--- src/rtl/handshake_pkg.sv ---
// Shared definitions for the four-phase Request/Ack word link (transmitter and receiver).
package handshake_pkg;

    localparam int DEFAULT_DATA_W = 16;

    typedef enum logic [1:0] {
        ST_IDLE  = 2'd0,
        ST_SETUP = 2'd1,
        ST_REQ   = 2'd2,
        ST_REL   = 2'd3
    } hs_state_t;

endpackage

--- src/rtl/tx_fifo.sv ---
// Synchronous FIFO, 2**DEPTH_LOG2 entries, head visible combinationally on data_o.
// Pointers wrap modulo depth; count is one bit wider so full and empty are distinct.
module tx_fifo
    import handshake_pkg::*;
#(
    parameter int DATA_W     = DEFAULT_DATA_W,
    parameter int DEPTH_LOG2 = 2
) (
    input  logic                  clk,
    input  logic                  rst,
    input  logic                  push_i,
    input  logic                  pop_i,
    input  logic [DATA_W-1:0]     data_i,
    output logic [DATA_W-1:0]     data_o,
    output logic                  full_o,
    output logic                  empty_o,
    output logic [DEPTH_LOG2:0]   count_o
);

    localparam int DEPTH = 1 << DEPTH_LOG2;
    localparam logic [DEPTH_LOG2:0] FULL_CNT = (DEPTH_LOG2 + 1)'(DEPTH);

    logic [DATA_W-1:0]     mem_q [DEPTH];
    logic [DEPTH_LOG2-1:0] wr_ptr_q, wr_ptr_d;
    logic [DEPTH_LOG2-1:0] rd_ptr_q, rd_ptr_d;
    logic [DEPTH_LOG2:0]   count_q, count_d;
    logic                  do_push, do_pop;

    assign full_o  = (count_q == FULL_CNT);
    assign empty_o = (count_q == '0);
    assign count_o = count_q;
    assign data_o  = mem_q[rd_ptr_q];

    assign do_push = push_i && !full_o;
    assign do_pop  = pop_i && !empty_o;

    always_comb begin
        wr_ptr_d = wr_ptr_q;
        rd_ptr_d = rd_ptr_q;
        count_d  = count_q;
        if (do_push) wr_ptr_d = wr_ptr_q + 1'b1;
        if (do_pop)  rd_ptr_d = rd_ptr_q + 1'b1;
        case ({do_push, do_pop})
            2'b10:   count_d = count_q + 1'b1;
            2'b01:   count_d = count_q - 1'b1;
            default: count_d = count_q;
        endcase
    end

    always_ff @(posedge clk or posedge rst) begin
        if (rst) begin
            wr_ptr_q <= '0;
            rd_ptr_q <= '0;
            count_q  <= '0;
        end else begin
            wr_ptr_q <= wr_ptr_d;
            rd_ptr_q <= rd_ptr_d;
            count_q  <= count_d;
        end
    end

    // Storage needs no reset: it is only read while count is non-zero.
    always_ff @(posedge clk) begin
        if (do_push) mem_q[wr_ptr_q] <= data_i;
    end

endmodule

--- src/rtl/transmitter.sv ---
// Sending end of the four-phase Request/Ack handshake, fed from a small word FIFO.
// Define TX_ACK_SYNC_EN to pass Ack through a two-flop synchronizer (adds 2 cycles per Ack edge).
module transmitter
    import handshake_pkg::*;
#(
    parameter int DATA_W     = DEFAULT_DATA_W,
    parameter int DEPTH_LOG2 = 2
) (
    input  logic              clk,
    input  logic              Reset,
    input  logic              Load,
    input  logic [DATA_W-1:0] txDataIn,
    output logic              Full,
    output logic              Overflow,
    output logic              Idle,
    output logic              Request,
    input  logic              Ack,
    output logic [DATA_W-1:0] txDataOut
);

    hs_state_t             state_q, state_d;
    logic [DATA_W-1:0]     data_q, data_d;
    logic                  request_q, request_d;
    logic                  overflow_q, overflow_d;
    logic                  ack_s;
    logic                  fifo_push, fifo_pop, fifo_full, fifo_empty;
    logic [DATA_W-1:0]     fifo_head;
    logic [DEPTH_LOG2:0]   fifo_count;

`ifdef TX_ACK_SYNC_EN
    logic [1:0] ack_sync_q;

    always_ff @(posedge clk or posedge Reset) begin
        if (Reset) ack_sync_q <= 2'b00;
        else       ack_sync_q <= {ack_sync_q[0], Ack};
    end

    assign ack_s = ack_sync_q[1];
`else
    assign ack_s = Ack;
`endif

    // Full is the pre-edge count, so a Load while full is dropped even if a pop happens now.
    assign fifo_push = Load && !fifo_full;

    tx_fifo #(
        .DATA_W     (DATA_W),
        .DEPTH_LOG2 (DEPTH_LOG2)
    ) u_fifo (
        .clk     (clk),
        .rst     (Reset),
        .push_i  (fifo_push),
        .pop_i   (fifo_pop),
        .data_i  (txDataIn),
        .data_o  (fifo_head),
        .full_o  (fifo_full),
        .empty_o (fifo_empty),
        .count_o (fifo_count)
    );

    always_comb begin
        state_d  = state_q;
        data_d   = data_q;
        fifo_pop = 1'b0;
        case (state_q)
            ST_IDLE: begin
                if (!fifo_empty) begin
                    fifo_pop = 1'b1;
                    data_d   = fifo_head;
                    state_d  = ST_SETUP;
                end
            end
            ST_SETUP: begin
                if (!ack_s) state_d = ST_REQ;
            end
            ST_REQ: begin
                if (ack_s) state_d = ST_REL;
            end
            ST_REL: begin
                if (!ack_s) begin
                    if (!fifo_empty) begin
                        fifo_pop = 1'b1;
                        data_d   = fifo_head;
                        state_d  = ST_SETUP;
                    end else begin
                        state_d  = ST_IDLE;
                    end
                end
            end
            default: state_d = ST_IDLE;
        endcase
        request_d  = (state_d == ST_REQ);
        overflow_d = overflow_q || (Load && fifo_full);
    end

    always_ff @(posedge clk or posedge Reset) begin
        if (Reset) begin
            state_q    <= ST_IDLE;
            data_q     <= '0;
            request_q  <= 1'b0;
            overflow_q <= 1'b0;
        end else begin
            state_q    <= state_d;
            data_q     <= data_d;
            request_q  <= request_d;
            overflow_q <= overflow_d;
        end
    end

    assign Request   = request_q;
    assign txDataOut = data_q;
    assign Overflow  = overflow_q;
    assign Full      = fifo_full;
    assign Idle      = (state_q == ST_IDLE) && (fifo_count == '0);

endmodule
--- config.mk ---
export PLATFORM = sky130hd
export DESIGN_NAME = transmitter
export DESIGN_NICKNAME = d
export VERILOG_FILES = /design/src/rtl/handshake_pkg.sv /design/src/rtl/tx_fifo.sv /design/src/rtl/transmitter.sv
export SDC_FILE = /design/constraint.sdc
export NUM_CORES = 1
export LEC_CHECK = 0
export BUFFER_PORTS_ARGS = -buffer_cell sky130_fd_sc_hd__buf_2
export CELL_PAD_IN_SITES_DETAIL_PLACEMENT = 0
export CELL_PAD_IN_SITES_GLOBAL_PLACEMENT = 1
export CORE_AREA = 2 2 79 96
export CTS_CLUSTER_SIZE = 25
export DETAILED_ROUTE_END_ITERATION = 8
export DIE_AREA = 0 0 81 98
export GPL_ROUTABILITY_DRIVEN = 0
export GPL_TIMING_DRIVEN = 0
export HOLD_SLACK_MARGIN = 0.1
export PLACE_DENSITY = 0.87
export SLEW_MARGIN = 20
export SYNTH_ARGS = -nofsm -noshare
export SYNTH_HDL_FRONTEND = slang
export SYNTH_HIERARCHICAL = 1
export SYNTH_SLANG_ARGS = --single-unit
export TNS_END_PERCENT = 30
--- constraint.sdc ---
create_clock -name clk -period 5.2 [get_ports clk]
set_clock_uncertainty 0.1 [all_clocks]
set_input_delay 1.56 -clock clk [delete_from_list [all_inputs] [get_ports clk]]
set_output_delay 1.56 -clock clk [all_outputs]
set_load 0.01 [all_outputs]
==> summary.md, run 1 <==
| Metric | Value |
|---|---|
| Leftover overflow at the end of global routing | 0 |
| Share of the clock period used by the worst path after layout | a little over 60% |
| Number of placement rows | 34 |
| Inserted Diodes | 0 |
| Synthesized instance count | around 190 |
| I/O pin count | 40 |
| Post-route DRC | 0 |
| Die span in y | between 90 and 100 um |
| Worst relative slew slack | between 40% and 50% |
| Count of cells resized by post-cts repair | 0 |
| Max-slew violation count | 0 |
| Run status | finished, final reports clean |
| Antenna violations before repair | 0 |
| Half-perimeter wire length after detailed placement | between 3000 and 4000 um |
| Final Total Pwr | between 2000 and 3000 uW |
| Switching power of the nets | approximately 790 uW |
| Worst path required time | between 5 and 6 ns |
| Reg clk slew, reported paths | 0.08 ns |
| Primary flip-flop cell chosen by synthesis mapping | sky130_fd_sc_hd__edfxtp_1 |
| Layout cells sized above 1 | between 30 and 40% |
| Post-CTS setup buffer count | 0 |
| Crit path time final | ~3.2 ns |
| Number of hold violations in the final report | 0 |
| Fin nets | around 270 |
| Power density over the cells | slightly above 600 nW/um^2 |
| Sequential share of the synthesized area | 69.7% |
| Wire length of the first global-routing pass | 9210 um |
| Critical Path Max Stage Delay | 0.38 ns |
| Effective utilization at floorplan | 52.7% |
| Critical Path Source Type | input port |
| Total nets after synthesis | 216 |
| CTS H-tree depth | 3 |
| Slowest library cell on the worst path | sky130_fd_sc_hd__fa_1 |
| Count of input and output buffers | 39 |
| Vias per Instance | around 5.3 |
| Average cell area after synthesis | between 20 and 25 sq um |
| Cell at the root of the clock tree | sky130_fd_sc_hd__clkbuf_8 |
| Combinational Power Share | approximately 40% |
| Total of hold buffers inserted after clock tree synthesis | 0 |
| Layout overhead on the synthesized area | 13.4% |
| Maximum net fanout on the critical path | 6 |
| Iter 0 DRT Violations | 75 |
| Commonest cells after routing, fill and taps aside | sky130_fd_sc_hd__edfxtp_1, sky130_fd_sc_hd__buf_2, sky130_fd_sc_hd__dfrtp_1 |
| Critical path cell sequence | buf_2 -> and2b_2 -> nor2_1 -> nor3_1 -> o31a_1 -> ha_1 -> inv_1 -> fa_1 -> xor2_1 -> nor2_1 -> xor2_1 |
| Setup Total Neg Slack | 0 ns |
| CTS tree | done |
| Async SR Flop Fraction | 29.7% |
| Internal portion of total power | between 1500 and 2000 uW |
| Clk_lat worst skew | roughly 0.35 ns |
| GRT Resource Usage Total | about 16% |
| Slew of the pin with the lowest slew margin | a little under 0.9 ns |
| WL final | 5630 um |
| Number of CTS-inserted buffers | 9 |
| Highest attainable clock frequency | ~300 MHz |
| Routed Antenna Nets | 0 |
| Number of flops mapped to enable cells by yosys | 64 |
| Wire per inst | approximately 17 um |
| Net switching share of the total power | 30.9% |
| Cell area after technology mapping | around 3700 sq um |
| Crit Path Category | in -> reg |
| Number of violations of the max-capacitance limit | 0 |
| Reported leakage power | roughly 0.0016 uW |
| RSZ-0062 raised after global routing | false |
| Full die area | between 7000 and 8000 sq um |
| Largest delay contributor family on the critical path | adder cells |
| Pin count of the biggest net entering global routing | 21 |
| Synth Warn # | 6 |
| Critical path buffers and inverters | 2 |
| Type of element capturing the critical path | register |
| Number of sinks driven by the clock tree | around 90 |
| Final core occ | between 50% and 60% |
| Worst vdd rail ir drop | roughly 310 uV |
| Arr. time, crit path | about 3.4 ns |
| Synth cell types | 34 |
| Standard cell core area | roughly 7100 sq um |
| Number of setup violations in the final report | 0 |
| Number of vias in the routed layout | about 1700 |
| Hold WC Path Type | reg -> reg |
| Part of the total power dissipated in the clock network | 17.4% |
| Largest buffer count on any clock path | 2 |
| Drt first pass iters | 4 |
| Via count of the first global-routing pass | 1825 |
| Flip-flop and latch count after synthesis | 91 |
| Share of total power in sequential cells | between 40% and 50% |
| Most common library cell in the layout ignoring fill and taps | sky130_fd_sc_hd__edfxtp_1 |
| Die outline width | just over 80 um |
==> final timing paths <==
path	from	end	slack, ns	cells after the start
worst min-delay path	Overflow	Overflow	0.35	1
worst max register to register	state_q[1]	u_fifo/count_o[2]	2.66	11
max in group asynchronous	Reset	state_q[0]	3.24	2
min in group asynchronous	Reset	u_fifo/count_o[0]	1.04	2
worst min register to register	Overflow	Overflow	0.35	1
worst max-delay path	Ack	u_fifo/count_o[2]	1.96	11
==> final cells by class <==
class	count	area, sq um
flip-flops and latches	91	2600
clock buffers	13	170
well taps	90	113
fillers	548	2840
inverters	10	37.5
multi-input cells	79	1030
repair buffers	39	195
clock inverters	3	20.0
plain buffers	5	61.3
==> synthesized netlist by cell type, types with 3 or more instances <==
cell                       instances  share of area, %
sky130_fd_sc_hd__inv_1            10               1.0
sky130_fd_sc_hd__dfrtp_1          27                18
sky130_fd_sc_hd__nor2_1            4              0.40
sky130_fd_sc_hd__mux4_1            8               5.6
sky130_fd_sc_hd__mux4_2            8               4.8
sky130_fd_sc_hd__ha_1             10               3.4
sky130_fd_sc_hd__mux2_4           10               4.0
sky130_fd_sc_hd__nor3_1            3              0.40
sky130_fd_sc_hd__edfxtp_1         64                52
sky130_fd_sc_hd__and2_1            4              0.67
sky130_fd_sc_hd__xor2_1            3              0.71
sky130_fd_sc_hd__xnor2_1           3              0.71
sky130_fd_sc_hd__mux2_2            7               2.1
==> metrics by stage <==
stage	worst slack, ns	area [sq um]	cells	hold slack [ns]
after global routing	1.86	4220	330	0.402
after floorplan	1.93	3720	185	0.393
after global placement	1.63	4030	314	0.337
after detailed placement	1.59	4030	314	0.339
final	1.96	4220	330	0.354
after CTS	1.97	4220	330	0.358
==> cells by family (layout without fill, tap and decap cells) <==
logic type / count (synthesis) / after routing / share of synthesized area (%)
DFF: 91 / 91 / 69.7
buffers and inverters: 15 / 70 / 2.65
xor gates and xnor gates: 6 / 6 / 1.41
adders and majority gates: 11 / 11 / 3.90
AOI/OAI and AO/OA: 8 / 8 / 2.15
muxes: 34 / 34 / 16.9
and+or+nand+nor: 20 / 20 / 3.26
==> power by group through the flow <==
stage / combinational (uW) / clock [uW] / sequential, uW
after CTS: 1030 / 458 / 1110
after floorplan: 750 / 0 / 1130
after global placement: 995 / 0 / 1110
after detailed placement: 1030 / 0 / 1120
after global routing: 1100 / 486 / 1130
final: 1010 / 444 / 1100
==> state kept, by name, summed over array words and instances (netlist names) <==
name and flops:
Overflow 1, Request 1, state_q 2, txDataOut 16, u_fifo/count_o 3, u_fifo/mem_q 64, u_fifo/rd_ptr_q 2, u_fifo/wr_ptr_q 2
==> worst register-to-register path: stages, from the launching register on <==
cell and delay (ns):
sky130_fd_sc_hd__dfrtp_1 0.41, sky130_fd_sc_hd__ha_1 0.28, sky130_fd_sc_hd__and2b_2 0.19, sky130_fd_sc_hd__nor2_1 0.04
sky130_fd_sc_hd__nor3_1 0.12, sky130_fd_sc_hd__o31a_1 0.25, sky130_fd_sc_hd__ha_1 0.22, sky130_fd_sc_hd__inv_1 0.06
sky130_fd_sc_hd__fa_1 0.38, sky130_fd_sc_hd__xor2_1 0.16, sky130_fd_sc_hd__nor2_1 0.11, sky130_fd_sc_hd__xor2_1 0.15
==> per-layer routing <==
metal  GRT usage (%)  part of all wire [%]  up-vias
li1                -                     -      815
met1            19.1                    39      877
met2            26.9                    53       41
met3            4.34                   4.9       11
met4            7.95                   2.6        0
met5               0                     0        -
No activity file was read; power rests on OpenSTA's default activity.
==> run 2, diff against run 1 <==
--- a/config.mk
+++ b/config.mk
@@ -8,14 +8,14 @@
 export BUFFER_PORTS_ARGS = -buffer_cell sky130_fd_sc_hd__buf_2
 export CELL_PAD_IN_SITES_DETAIL_PLACEMENT = 0
 export CELL_PAD_IN_SITES_GLOBAL_PLACEMENT = 1
-export CORE_AREA = 2 2 79 96
+export CORE_AREA = 2 2 82 100
 export CTS_CLUSTER_SIZE = 25
 export DETAILED_ROUTE_END_ITERATION = 8
-export DIE_AREA = 0 0 81 98
+export DIE_AREA = 0 0 84 102
 export GPL_ROUTABILITY_DRIVEN = 0
 export GPL_TIMING_DRIVEN = 0
 export HOLD_SLACK_MARGIN = 0.1
-export PLACE_DENSITY = 0.87
+export PLACE_DENSITY = 0.81
 export SLEW_MARGIN = 20
 export SYNTH_ARGS = -nofsm -noshare
 export SYNTH_HDL_FRONTEND = slang
==> constraint.sdc (replaced) <==
create_clock -name clk -period 3.3 [get_ports clk]
set_clock_uncertainty 0.1 [all_clocks]
set_input_delay 0.99 -clock clk [delete_from_list [all_inputs] [get_ports clk]]
set_output_delay 0.99 -clock clk [all_outputs]
set_load 0.01 [all_outputs]
==> run 2 against run 1 <==
Global-route usage decreased by 0.87 points; cell count is 0.61% higher; count of clock-buffer cells in the layout decreased by 4; combinational power increased by 56%; first-iteration DRC count fell by 5.3%; sequential share of layout area decreased by 0.74 points; critical path depth did not move; non-clock buffer count unchanged; utilization fell by 3.4 points; routed wire length increased by 1.0%; total power grew 64%; clock power up 95%; largest power group unchanged.
==> summary.md, run 2 (synthesis gave the netlist of run 1 again) <==
| Metric | Value |
|---|---|
| Final core occ | 56.4% (was 59.8%) |
| Run status | finished, final reports clean (unchanged) |
| WL final | 5690 um (was 5630 um) |
| Design area | 4270 sq um (was 4220 sq um) |
| Post-CTS setup buffer count | 0 (unchanged) |
| Inserted Diodes | 0 (unchanged) |
| Worst path required time | 3.48 ns (was 5.38 ns) |
| Arr. time, crit path | 2.85 ns (was 3.42 ns) |
| Fin nets | 266 (unchanged) |
| Largest delay contributor family on the critical path | adder cells (unchanged) |
| Crit Path Category | in -> reg (unchanged) |
| Post-route DRC | 0 (unchanged) |
| Drt first pass iters | 4 (unchanged) |
| Final standard cell count with taps included and fillers excluded | 332 (was 330) |
| Count of input and output buffers | 39 (unchanged) |
| Pin count of the biggest net entering global routing | 21 (unchanged) |
| Critical Path Source Type | input port (unchanged) |
| Crit path time final | 2.67 ns |
| Die outline width | 84 um (was 81 um) |
| Standard cell core area | 7580 sq um (was 7060 sq um) |
| Number of violations of the max-capacitance limit | 0 (unchanged) |
| Critical path cell sequence | buf_2 -> and2b_2 -> nor2_1 -> nor3_1 -> o31a_1 -> ha_1 -> inv_1 -> fa_1 -> xor2_1 -> nor2_1 -> xor2_1 (unchanged) |
| Count of cells resized by post-cts repair | 0 (unchanged) |
| CTS tree | done (unchanged) |
| RSZ-0062 raised after global routing | false (unchanged) |
| Commonest cells after routing, fill and taps aside | sky130_fd_sc_hd__edfxtp_1, sky130_fd_sc_hd__buf_2, sky130_fd_sc_hd__dfrtp_1 (unchanged) |
| Reg clk slew, reported paths | 0.08 ns (about the same) |
| Worst vdd rail ir drop | 498 uV (was 309 uV) |
| Placed insts | 316 (was 314) |
| CTS H-tree depth | 3 (unchanged) |
| Cell at the root of the clock tree | sky130_fd_sc_hd__clkbuf_8 (unchanged) |
| Wire length of the first global-routing pass | 9400 um (was 9210 um) |
| Type of element capturing the critical path | register (unchanged) |
| Worst relative slew slack | 39.6% (was 41.7%) |
| Number of sinks driven by the clock tree | 91 (unchanged) |
| Highest attainable clock frequency | approximately 370 MHz |
| Number of vias in the routed layout | 1758 (was 1744) |
| Hold WC Path Type | reg -> reg (unchanged) |
| Effective utilization at floorplan | 49.2% (was 52.7%) |
| Iter 0 DRT Violations | 71 (was 75) |
| Half-perimeter wire length after detailed placement | 3750 um (was 3810 um) |
| I/O pin count | 40 (unchanged) |
| Layout cells sized above 1 | 37.5% (was 37.1%) |
| Total of hold buffers inserted after clock tree synthesis | 0 (unchanged) |
| Register with the most flip-flops | u_fifo/mem_q (unchanged) |
| Number of placement rows | 35 (was 34) |
| Antenna violations before repair | 0 (unchanged) |
| Critical path buffers and inverters | 2 (unchanged) |
| Slew of the pin with the lowest slew margin | 0.906 ns (was 0.875 ns) |
| Share of the clock period used by the worst path after layout | between 80% and 90% |
| Number of CTS-inserted buffers | 9 (unchanged) |
| Full die area | 8570 sq um (was 7940 sq um) |
| Die span in y | 102 um (was 98 um) |
| Maximum net fanout on the critical path | 6 (unchanged) |
| Power density over the cells | 979 nW/um^2 (was 606 nW/um^2) |
| Leftover overflow at the end of global routing | 0 (unchanged) |
| Largest buffer count on any clock path | 2 (unchanged) |
| Vias per Instance | 5.30 (was 5.28) |
| Reported leakage power | 0.00167 uW (was 0.00165 uW) |
| GRT Resource Usage Total | 15.3% (was 16.1%) |
| Setup Total Neg Slack | 0 ns (unchanged) |
| Area after DPL | 4040 sq um (was 4030 sq um) |
| Routed Antenna Nets | 0 (unchanged) |
| Most common library cell in the layout ignoring fill and taps | sky130_fd_sc_hd__edfxtp_1 (unchanged) |
| Critical Path Max Stage Delay | 0.37 ns (was 0.38 ns) |
| Flip-flop count of the largest register, all copies and words added | 64 (unchanged) |
| Slowest library cell on the worst path | sky130_fd_sc_hd__fa_1 (unchanged) |
| Wire per inst | 17.1 um (about the same) |
| Layout overhead on the synthesized area | 14.7% (was 13.4%) |
| Max-slew violation count | 0 (unchanged) |
| Number of hold violations in the final report | 0 (unchanged) |
| Number of setup violations in the final report | 0 (unchanged) |
| Via count of the first global-routing pass | 1805 (was 1825) |
| Clk_lat worst skew | 0.35 ns (about the same) |
[run 2: path summary, 6_finish.rpt]
path | start | endpoint | slack, ns | cells after the start
max | Ack | u_fifo/count_o[2] | 0.63 | 11
min | Overflow | Overflow | 0.35 | 1
max reg2reg | state_q[1] | u_fifo/count_o[2] | 0.73 | 11
min reg2reg | Overflow | Overflow | 0.35 | 1
max in group asynchronous | Reset | txDataOut[11] | 1.86 | 2
min in group asynchronous | Reset | u_fifo/count_o[0] | 0.47 | 2
[run 2: cell type report]
cell class / count / area [sq um]
flip-flops and latches: 91 / 2600
inverters: 10 / 37.5
clock buffers: 9 / 124
fillers: 595 / 3300
well taps: 92 / 115
multi-input cells: 79 / 1030
clock inverters: 7 / 115
repair buffers: 39 / 195
plain buffers: 5 / 61.3
[run 2: per-layer routing]
metal | GRT usage [%] | part of all wire [%] | vias to the layer above
met2 | 26.6 | 51 | 44
met3 | 3.88 | 5.1 | 7
met1 | 18.2 | 42 | 892
li1 | - | - | 815
met4 | 6.70 | 1.7 | 0
met5 | 0 | 0 | -
[run 2: report_power, final]
| group | internal [uW] | switching [uW] | total (uW) |
|---|---|---|---|
| clock | 501 | 365 | 866 |
| combinational | 848 | 731 | 1580 |
| sequential | 1590 | 149 | 1740 |
[run 2: metrics by stage]
stage / setup slack (ns) / total power, uW / hold WS [ns]
global placement: 0.284 / 3330 / 0.340
detailed placement: 0.274 / 3380 / 0.339
global route: 0.513 / 4460 / 0.401
finish: 0.627 / 4180 / 0.355
floorplan: 0.595 / 2970 / 0.393
CTS: 0.651 / 4250 / 0.359
==> run 3, diff against run 2 <==
--- a/config.mk
+++ b/config.mk
@@ -5,17 +5,18 @@
 export SDC_FILE = /design/constraint.sdc
 export NUM_CORES = 1
 export LEC_CHECK = 0
+export ABC_AREA = 1
 export BUFFER_PORTS_ARGS = -buffer_cell sky130_fd_sc_hd__buf_2
 export CELL_PAD_IN_SITES_DETAIL_PLACEMENT = 0
 export CELL_PAD_IN_SITES_GLOBAL_PLACEMENT = 1
-export CORE_AREA = 2 2 82 100
+export CORE_AREA = 2 2 88 107
 export CTS_CLUSTER_SIZE = 25
 export DETAILED_ROUTE_END_ITERATION = 8
-export DIE_AREA = 0 0 84 102
+export DIE_AREA = 0 0 90 109
 export GPL_ROUTABILITY_DRIVEN = 0
 export GPL_TIMING_DRIVEN = 0
 export HOLD_SLACK_MARGIN = 0.1
-export PLACE_DENSITY = 0.81
+export PLACE_DENSITY = 0.82
 export SLEW_MARGIN = 20
 export SYNTH_ARGS = -nofsm -noshare
 export SYNTH_HDL_FRONTEND = slang
==> constraint.sdc (replaced) <==
create_clock -name clk -period 2.7 [get_ports clk]
set_clock_uncertainty 0.1 [all_clocks]
set_input_delay 0.81 -clock clk [delete_from_list [all_inputs] [get_ports clk]]
set_output_delay 0.81 -clock clk [all_outputs]
set_load 0.01 [all_outputs]
==> run 3 against run 2 <==
Setup slack got worse by 0.45 ns; highest routed layer unchanged; count of clock-buffer cells in the layout did not move; via count rose by 45%; routed wire length rose by 33%; critical path depth rose by 3; worst hold slack got worse by 0.069 ns; die area rose by 14%; area after synthesis rose by 8.3%; utilization fell by 4.1 points; clock power barely moved; sequential power rose by 21%.
==> summary.md, run 3 <==
| Metric | Value |
|---|---|
| I/O pin count | 40 (unchanged) |
| Standard cell core area | 8840 sq um (was 7580 sq um) |
| Total nets after synthesis | 388 (was 216) |
| Cell area after technology mapping | 4030 sq um (was 3720 sq um) |
| Share of the clock period used by the worst path after layout | between 90% and 100% |
| Effective utilization at floorplan | 45.6% (was 49.2%) |
| Iter 0 DRT Violations | 104 (was 71) |
| Worst vdd rail ir drop | 398 uV (was 498 uV) |
| Critical Path Source Type | register (was input port) |
| Setup Total Neg Slack | 0 ns (unchanged) |
| Net switching share of the total power | 39.0% (was 29.7%) |
| CTS H-tree depth | 3 (unchanged) |
| Placed insts | 520 (was 316) |
| Number of sinks driven by the clock tree | 91 (unchanged) |
| Hold WC Path Type | in -> async (was reg -> reg) |
| Number of CTS-inserted buffers | 9 (unchanged) |
| Layout cells sized above 1 | 22.9% (was 37.5%) |
| Reported leakage power | 0.00211 uW (was 0.00167 uW) |
| Wire length of the first global-routing pass | 12600 um (was 9400 um) |
| Run status | finished, final reports clean (unchanged) |
| Number of vias in the routed layout | 2544 (was 1758) |
| Clk_lat worst skew | 0.36 ns (was 0.35 ns) |
| Worst path required time | 2.86 ns (was 3.48 ns) |
| Routed Antenna Nets | 0 (unchanged) |
| Leftover overflow at the end of global routing | 0 (unchanged) |
| Max-slew violation count | 0 (unchanged) |
| Number of placement rows | 38 (was 35) |
| Inserted Diodes | 0 (unchanged) |
| Reg-to-reg setup timing slack | 0.18 ns (was 0.73 ns) |
| Setup WS pre-CTS | -0.00959 ns (was 0.274 ns) |
| Switching power of the nets | 2050 uW (was 1240 uW) |
| Pin count of the biggest net entering global routing | 21 (unchanged) |
| Average cell area after synthesis | 11.3 sq um (was 20.1 sq um) |
| Synth cell types | 26 (was 34) |
| Vias per Instance | 4.76 (was 5.30) |
| Primary flip-flop cell chosen by synthesis mapping | sky130_fd_sc_hd__edfxtp_1 (unchanged) |
| WL final | 7590 um (was 5690 um) |
| Crit Path Category | reg -> reg (was in -> reg) |
| Sequential share of the synthesized area | 64.4% (was 69.7%) |
| Crit path time final | approximately 2.5 ns |
| Via count of the first global-routing pass | 2517 (was 1805) |
| Final Total Pwr | 5270 uW (was 4180 uW) |
| Arr. time, crit path | 2.68 ns (was 2.85 ns) |
| Combinational Power Share | 43.6% (was 37.7%) |
| Number of flops mapped to enable cells by yosys | 64 (unchanged) |
| Drt first pass iters | 4 (unchanged) |
| Post-route DRC | 0 (unchanged) |
| Worst setup slack after layout | 0.179 ns (was 0.627 ns) |
| Die span in y | 109 um (was 102 um) |
| Half-perimeter wire length after detailed placement | 5530 um (was 3750 um) |
| Flip-flop count of the largest register, all copies and words added | 64 (unchanged) |
| GRT Resource Usage Total | 17.0% (was 15.3%) |
| Number of setup violations in the final report | 0 (unchanged) |
| Synthesized instance count | 357 (was 185) |
| Number of violations of the max-capacitance limit | 0 (unchanged) |
| Cell types with the highest counts after synthesis | sky130_fd_sc_hd__nand2_1, sky130_fd_sc_hd__edfxtp_1, sky130_fd_sc_hd__inv_1, sky130_fd_sc_hd__dfrtp_1, sky130_fd_sc_hd__o211ai_1 (was sky130_fd_sc_hd__edfxtp_1, sky130_fd_sc_hd__dfrtp_1, sky130_fd_sc_hd__ha_1, sky130_fd_sc_hd__inv_1, sky130_fd_sc_hd__mux2_4) |
| Post-synth top area cell | sky130_fd_sc_hd__edfxtp_1 (unchanged) |
| Internal portion of total power | 3220 uW (was 2940 uW) |
| Cell at the root of the clock tree | sky130_fd_sc_hd__clkbuf_8 (unchanged) |
| Hold slack | 0.285 ns (was 0.355 ns) |
| Number of hold violations in the final report | 0 (unchanged) |
| Count of input and output buffers | 39 (unchanged) |
| Wire per inst | 14.2 um (was 17.1 um) |
| Slew of the pin with the lowest slew margin | 0.745 ns (was 0.906 ns) |
| Worst relative slew slack | 50.3% (was 39.6%) |
| Die outline width | 90 um (was 84 um) |
| Most common library cell in the layout ignoring fill and taps | sky130_fd_sc_hd__nand2_1 (was sky130_fd_sc_hd__edfxtp_1) |
| Part of the total power dissipated in the clock network | 16.4% (was 20.7%) |
| Reg clk slew, reported paths | 0.08 ns (about the same) |
| RSZ-0062 raised after global routing | false (unchanged) |
| Type of element capturing the critical path | register (unchanged) |
| Cells taking the most area after synthesis | sky130_fd_sc_hd__edfxtp_1, sky130_fd_sc_hd__dfrtp_1, sky130_fd_sc_hd__nand2_1 (was sky130_fd_sc_hd__edfxtp_1, sky130_fd_sc_hd__dfrtp_1, sky130_fd_sc_hd__mux4_1) |
| Async SR Flop Fraction | 29.7% (unchanged) |
| Layout overhead on the synthesized area | 14.6% (was 14.7%) |
| Antenna violations before repair | 0 (unchanged) |
| Fin nets | 442 (was 266) |
| Flip-flop and latch count after synthesis | 91 (unchanged) |
| Dominant cell by count in the synthesized netlist | sky130_fd_sc_hd__nand2_1 (was sky130_fd_sc_hd__edfxtp_1) |
| Final standard cell count with taps included and fillers excluded | 535 (was 332) |
| Largest buffer count on any clock path | 2 (unchanged) |
| Share of total power in sequential cells | 40.0% (was 41.6%) |
| Highest attainable clock frequency | ~400 MHz |
| Post-synth top area share | 47.6% (was 51.6%) |
| Synth Warn # | 6 (unchanged) |
| Register with the most flip-flops | u_fifo/mem_q (unchanged) |
| CTS tree | done (unchanged) |
| Power density over the cells | 1140 nW/um^2 (was 979 nW/um^2) |
| Commonest cells after routing, fill and taps aside | sky130_fd_sc_hd__nand2_1, sky130_fd_sc_hd__edfxtp_1, sky130_fd_sc_hd__inv_1, sky130_fd_sc_hd__buf_2 (was sky130_fd_sc_hd__edfxtp_1, sky130_fd_sc_hd__buf_2, sky130_fd_sc_hd__dfrtp_1) |
| Maximum net fanout on the critical path | 9 (was 6) |
| Full die area | 9810 sq um (was 8570 sq um) |
| Post-CTS setup buffer count | 0 (unchanged) |
==> run 3: changes by cell type after synthesis, moves of 6 or more <==
cell / delta
sky130_fd_sc_hd__mux4_2: -8
sky130_fd_sc_hd__mux2_2: -7
sky130_fd_sc_hd__mux4_1: -8
sky130_fd_sc_hd__nor2_1: +6
sky130_fd_sc_hd__mux2_4: -10
sky130_fd_sc_hd__inv_1: +43
sky130_fd_sc_hd__nand2_1: +94
sky130_fd_sc_hd__nand3_1: +25
sky130_fd_sc_hd__nand2_2: +11
sky130_fd_sc_hd__o211ai_1: +27
==> run 3: worst paths after layout <==
kind,start,endpoint,cells past startpoint
setup / recovery,state_q[0],u_fifo/count_o[2],14
hold / removal,Reset,u_fifo/count_o[1],2
setup reg to reg,state_q[0],u_fifo/count_o[2],14
hold reg to reg,Overflow,Overflow,1
max in group asynchronous,Reset,txDataOut[15],2
min in group clk,Overflow,Overflow,1
==> run 3: through the flow <==
stage | cell area (sq um) | utilization [%]
final | 4620 | 52.3
after global routing | 4620 | 52.3
after CTS | 4620 | 52.3
after detailed placement | 4440 | 50.2
after global placement | 4380 | 49.5
after floorplan | 4030 | -
==> run 3: final cells by class <==
cell class	count	area [sq um]
clock inverters	6	57.6
multi-input cells	196	1110
repair buffers	43	248
plain buffers	13	124
inverters	57	214
clock buffers	9	124
flip-flops and latches	91	2600
well taps	120	150
fillers	831	4220
==> run 3: cells by family (layout without fill, tap and decap cells) <==
group           after synthesis  after routing  share of synthesized area [%]
flops                        91             91                           64.4
simple gates                148            148                           16.3
buf+inv                      70            128                           8.37
fa+ha+maj                    11             11                           3.60
compound gates               36             36                           7.13
xor+xnor                      1              1                          0.217
==> run 3: critical path: stages (launching register included) <==
cell and delay (ns):
sky130_fd_sc_hd__dfrtp_1 0.40, sky130_fd_sc_hd__inv_1 0.16, sky130_fd_sc_hd__ha_1 0.32, sky130_fd_sc_hd__nor2_8 0.17, sky130_fd_sc_hd__nand2_1 0.06, sky130_fd_sc_hd__o21ai_1 0.15
sky130_fd_sc_hd__nand2_1 0.11, sky130_fd_sc_hd__inv_1 0.06, sky130_fd_sc_hd__ha_1 0.15, sky130_fd_sc_hd__inv_1 0.06, sky130_fd_sc_hd__fa_1 0.37, sky130_fd_sc_hd__nand2_1 0.10
sky130_fd_sc_hd__nand3_1 0.08, sky130_fd_sc_hd__nand2_1 0.06, sky130_fd_sc_hd__nand2_1 0.04
==> run 3: power by group through the flow <==
stage	clock, uW	combinational, uW	sequential [uW]
finish	865	2300	2100
global route	944	2600	2160
CTS	898	2340	2110
detailed placement	0	2340	2140
global placement	0	2230	2130
floorplan	0	1590	2180
==> run 3: metal layers <==
layer	share of wire (%)	GRT usage [%]
met1	44	21.1
met2	50	28.8
met3	3.8	2.00
met4	2.4	10.2
met5	0	0
==> run 3: timing repair <==
item | CTS | global route
hold buffers | 0 | 0
setup endpoints to repair | 0 | 2
gates resized for setup | 0 | 1
